### config.mk
export PLATFORM = sky130hd
export DESIGN_NAME = branch_predictor
export DESIGN_NICKNAME = d
export VERILOG_FILES = /design/src/rtl/branch_predictor_pkg.sv /design/src/rtl/sat_counter2.sv /design/src/rtl/branch_predictor.sv
export SDC_FILE = /design/constraint.sdc
export NUM_CORES = 1
export LEC_CHECK = 0
export ABC_AREA = 1
export CAP_MARGIN = 20
export CORE_MARGIN = 4
export CORE_UTILIZATION = 40
export DETAILED_ROUTE_END_ITERATION = 16
export SYNTH_ARGS = -nofsm -noshare
export SYNTH_HDL_FRONTEND = slang
export SYNTH_SLANG_ARGS = --single-unit
### constraint.sdc
create_clock -name clk -period 5.8 [get_ports clk]
set_input_delay 0.58 -clock clk [delete_from_list [all_inputs] [get_ports clk]]
set_output_delay 0.58 -clock clk [all_outputs]
set_load 0.01 [all_outputs]
### src/rtl/branch_predictor_pkg.sv
// Shared types for the bimodal branch predictor: architectural register width
// and the 2-bit saturating counter encoding.
package branch_predictor_pkg;

  typedef logic [31:0] arch_reg;

  typedef enum logic [1:0] {
    STRONG_NT = 2'b00,
    WEAK_NT   = 2'b01,
    WEAK_T    = 2'b10,
    STRONG_T  = 2'b11
  } bht_counter_t;

  localparam bht_counter_t BHT_RESET_STATE = WEAK_NT;

endpackage

### src/rtl/sat_counter2.sv
// Combinational next-state of a 2-bit saturating direction counter.
module sat_counter2
  import branch_predictor_pkg::*;
(
  input  bht_counter_t cur,
  input  logic         taken,
  output bht_counter_t next
);

  always_comb begin
    next = cur;
    unique case (cur)
      STRONG_NT: next = taken ? WEAK_NT  : STRONG_NT;
      WEAK_NT:   next = taken ? WEAK_T   : STRONG_NT;
      WEAK_T:    next = taken ? STRONG_T : WEAK_NT;
      STRONG_T:  next = taken ? STRONG_T : WEAK_T;
    endcase
  end

endmodule

### src/rtl/branch_predictor.sv
// Bimodal branch predictor: table of 2-bit counters, registered prediction,
// mispredict flag and saturating performance counters.
module branch_predictor
  import branch_predictor_pkg::*;
#(
  parameter int unsigned BHT_ENTRIES = 64,
  parameter int unsigned INDEX_BITS  = $clog2(BHT_ENTRIES)
) (
  input  logic        clk,
  input  logic        rst,
  input  logic        pred_valid,
  input  arch_reg     pred_pc,
  output logic        pred_resp_valid,
  output logic        pred_resp_taken,
  input  logic        upd_valid,
  input  arch_reg     upd_pc,
  input  logic        upd_taken,
  input  logic        upd_predicted,
  output logic        mispredict,
  output logic [31:0] branch_count,
  output logic [31:0] mispredict_count
);

  bht_counter_t bht_q [BHT_ENTRIES];

  logic [INDEX_BITS-1:0] pred_idx;
  logic [INDEX_BITS-1:0] upd_idx;
  bht_counter_t          upd_next;
  logic                  pred_taken_d;
  logic                  mispredict_d;
  logic [31:0]           branch_count_d;
  logic [31:0]           mispredict_count_d;
  logic                  unused_pc;

  assign pred_idx = pred_pc[INDEX_BITS+1:2];
  assign upd_idx  = upd_pc[INDEX_BITS+1:2];
  // Upper PC bits alias by design; low two bits are always ignored.
  assign unused_pc = ^{pred_pc[31:INDEX_BITS+2], pred_pc[1:0],
                       upd_pc[31:INDEX_BITS+2], upd_pc[1:0]};

  sat_counter2 u_sat_counter2 (
    .cur   (bht_q[upd_idx]),
    .taken (upd_taken),
    .next  (upd_next)
  );

  always_comb begin
    pred_taken_d = bht_q[pred_idx][1];
    // Same-cycle update to the same entry: forward the value being written.
    if (upd_valid && (upd_idx == pred_idx)) begin
      pred_taken_d = upd_next[1];
    end
  end

  always_comb begin
    mispredict_d       = upd_valid && (upd_taken != upd_predicted);
    branch_count_d     = branch_count;
    mispredict_count_d = mispredict_count;
    if (upd_valid && (branch_count != 32'hFFFF_FFFF)) begin
      branch_count_d = branch_count + 32'd1;
    end
    if (mispredict_d && (mispredict_count != 32'hFFFF_FFFF)) begin
      mispredict_count_d = mispredict_count + 32'd1;
    end
  end

  always_ff @(posedge clk or posedge rst) begin
    if (rst) begin
      for (int i = 0; i < BHT_ENTRIES; i++) begin
        bht_q[i] <= BHT_RESET_STATE;
      end
    end else if (upd_valid) begin
      bht_q[upd_idx] <= upd_next;
    end
  end

  always_ff @(posedge clk or posedge rst) begin
    if (rst) begin
      pred_resp_valid  <= 1'b0;
      pred_resp_taken  <= 1'b0;
      mispredict       <= 1'b0;
      branch_count     <= 32'd0;
      mispredict_count <= 32'd0;
    end else begin
      pred_resp_valid  <= pred_valid;
      if (pred_valid) begin
        pred_resp_taken <= pred_taken_d;
      end
      mispredict       <= mispredict_d;
      branch_count     <= branch_count_d;
      mispredict_count <= mispredict_count_d;
    end
  end

endmodule

==> flow_summary.yaml <==
clocking:
  cts_max_path_buffers: 2
  post-cts-setup-buffer-count: 0
  htree_levels: 4
  cts_tree: "built"
  clk_latency_ps: 450
  clk_pin_slew_ps: 70
  cts.sinks: 195
  cts_buffers: 17
  cts_root_buf: "clkbuf_16"
  hold_buffers: 0
  cts_resized: 0
drt:
  routed_wl_mm: 30.3
  route.detailed.drc: 0
  drt_iter0_markers: 876
  via_per_inst: 5.11
  first_pass_iters: 6
  routed-via-count: 9574
  avgRoutedWirePerCell_um: 16.2
  ant_nets: 0
sta:
  hold_slack_ps: 474
  final_max_slew_viol_count: 0
  fin_ws_ps: 2220
  fin_setup_tns_ps: 0
  finClkSkew_ps: 16.6
  finalSetupViolCount: 0
  final.period_utilization: 0.617
  relSlewSlack: 0.351
  finalCriticalPeriod_ps: 3580
  max_freq_mhz: 280
  final_hold_viol_count: 0
  rsz0062_at_grt: "false"
  tightest_slew_ps: 970
synth:
  synth_area_um2: 10600
  avgSynthCellArea_um2: 7.28
  async_reset_ff_frac: 1.00
  syn_nets: 1533
  synth_seq_area_share: 0.466
  synth_top_area_share: 0.308
  ys_types: 32
  yosys-top-cells-area: "dfrtp_1 31%, nand2_1 23%, dfstp_2 16%"
  synth_cells: 1461
  synth_flop_cell: "dfrtp_1"
  synth_edf_count: 0
  synth-seq-cells: 195
  synth_top_cell_by_area: "dfrtp_1"
  ys_warn_count: 0
critical_path:
  critical-path-top-delay-family: "simple AND/OR/NAND/NOR gates"
  cp-start-kind: "input port"
  cp.depth: 18
  r2r-start: "bht_q[43]$_DFFE_PP0P_"
  critPathKind: "in2reg"
  cp-startpoint: "upd_pc[3]"
  r2r_cells: 12
  cpMaxStageDelayCell: "nand2_2"
  cp_data_required_time_ps: 6150
  worstPathArrival_ps: 3930
  critPathBufInv: 6
  cpPeakStageDelay_ps: 690
  path_max_fanout: 42
  path_cells: "clkdlybuf4s50_1 > buf_4 > inv_1 > nor2_2 > nand3_1 > nand2_1 > nor2_1 > nand2_1 > nand2_1 > nand2_1 > inv_1 > nand2_1 > nor2_1 > inv_1 > nand2_1 > nand2_2 > buf_4 > o21ai_0"
  end_kind: "flop"
  path_common_cell: "nand2_1"
placed_design:
  placed_cells: 1843
  port_buffers: 84
  placed_cell_area_um2: 11700
  pre_cts_slack_ps: 1800
  place.gp.congestion: 0.878
  hpwl_mm: 20.1
global_route:
  grt_pass1_vias: 9441
  antenna_found_initial: 0
  grt_util_all_layers: 0.215
  grt_max_degree: 127
  grt_pass1_wl_mm: 50.2
  grt_overflow: 0
final_layout:
  diodes: 0
  fin_cells: 1874
  layout-area-overhead-vs-synth_pct: 15.7
  drive_gt1_frac: 0.0897
  final_area_um2: 12300
  fin_nets: 1599
power_and_ir_drop:
  p_sw_frac: 0.303
  p_int_uw: 2390
  clkPwrFrac: 0.342
  leakage_uw: 0.00551
  p_seq_frac: 0.485
  p_sw_uw: 1040
  power_frac_comb: 0.173
  ir_drop_v: 0.000187
  powerDensity_nw_per_um2: 279
floorplan:
  floorplan.initialDensity: 0.407
  die_w_um: 171
  die_y_um: 171
  die_area_um2: 29300
  ios: 137
  core_um2: 26100
  placementRows: 59
worst_hold_path:
  min_from: "bht_q[58]$_DFFE_PP1P_"
  hold_class: "reg2reg"
  worstHoldPathCells: 2
outcome:
  status: "finished clean"
run:
  maxCapViolCount: 0
sequential cells by signal, indices dropped and copies added, names as in the netlist:
signal	cells
branch_count	32
mispredict_count	32
mispredict	1
bht_q	128
pred_resp_taken	1
pred_resp_valid	1
tightest hold or removal path: stages (launching register included):
cell,delay [ps]
dfstp_2,370
nand2_1,50
o21ai_1,50
final timing paths:
| kind | to | slack [ps] |
|---|---|---|
| min | bht_q[58]$_DFFE_PP1P_ | 470 |
| min in group asynchronous | mispredict_count[1]$_DFFE_PP0P_ | 740 |
| max in group asynchronous | bht_q[16]$_DFFE_PP1P_ | 3990 |
| min reg2reg | bht_q[58]$_DFFE_PP1P_ | 470 |
| max | bht_q[92]$_DFFE_PP1P_ | 2220 |
| max reg2reg | bht_q[92]$_DFFE_PP1P_ | 2970 |
cell families after synthesis:
family | Yosys count | synth area share
flip-flops | 195 | 0.466
buffers and inverters | 134 | 0.0549
AO/OA/AOI/OAI | 155 | 0.0745
AND/OR/NAND/NOR | 915 | 0.353
XOR/XNOR | 60 | 0.0494
adder cells (fa/ha/maj) | 2 | 0.00235
layout by cell type, fill, tap and decap left out, drive strengths merged, types with 2 or more instances in the layout:
cell type	count
a221oi	3
xor2	37
o21ai	136
or2	4
ha	2
xnor2	23
nor2	98
o22ai	2
clkinv	9
dfrtp	131
buf	15
nor3	31
nand4	18
dfstp	64
clkdlybuf4s50	83
nor4	8
inv	86
nand2	654
nand3	100
clkbuf	17
a21oi	13
routing by layer:
metal  track usage  routed length, um  vias to the layer above  share of wire
li1              -                  -                     4789              -
met1         0.304              13900                     4472           0.46
met2         0.340              13900                      285           0.46
met3        0.0504               2000                       28          0.066
met4        0.0451                427                        0          0.014
met5             0                  0                        -              0
cell usage after synthesis, types with 21 or more instances:
| library cell | number |
|---|---|
| buf_2 | 26 |
| dfrtp_1 | 131 |
| dfstp_2 | 64 |
| inv_1 | 75 |
| nand2_1 | 651 |
| nand3_1 | 100 |
| nor2_1 | 93 |
| nor3_1 | 21 |
| o21ai_0 | 22 |
| o21ai_1 | 114 |
| xnor2_1 | 23 |
| xor2_1 | 37 |
power by group through the flow:
| stage | clock [uW] | sequential [uW] | combinational, uW |
|---|---|---|---|
| 2_1_floorplan | 0 | 1690 | 367 |
| 4_1_cts | 1200 | 1660 | 601 |
| 3_5_place_dp | 0 | 1690 | 597 |
| 5_1_grt | 1260 | 1690 | 675 |
| 3_3_place_gp | 0 | 1690 | 587 |
| 6_report | 1170 | 1660 | 594 |
metrics by stage:
stage | total power [uW] | utilization
detailed placement | 2280 | 0.449
floorplan | 2050 | -
global route | 3630 | 0.471
CTS | 3460 | 0.471
global placement | 2270 | 0.449
finish | 3430 | 0.471
area by class of cell:
type                            count  area [um2]
Fill cell                        2689       13800
Tap cell                          335         419
Clock buffer                       17         425
Timing Repair Buffer               98         941
Inverter                           83         319
Multi-Input combinational cell   1132        5100
Sequential cell                   195        4960
Clock inverter                     14         145
No activity file was read; power rests on OpenSTA's default activity.
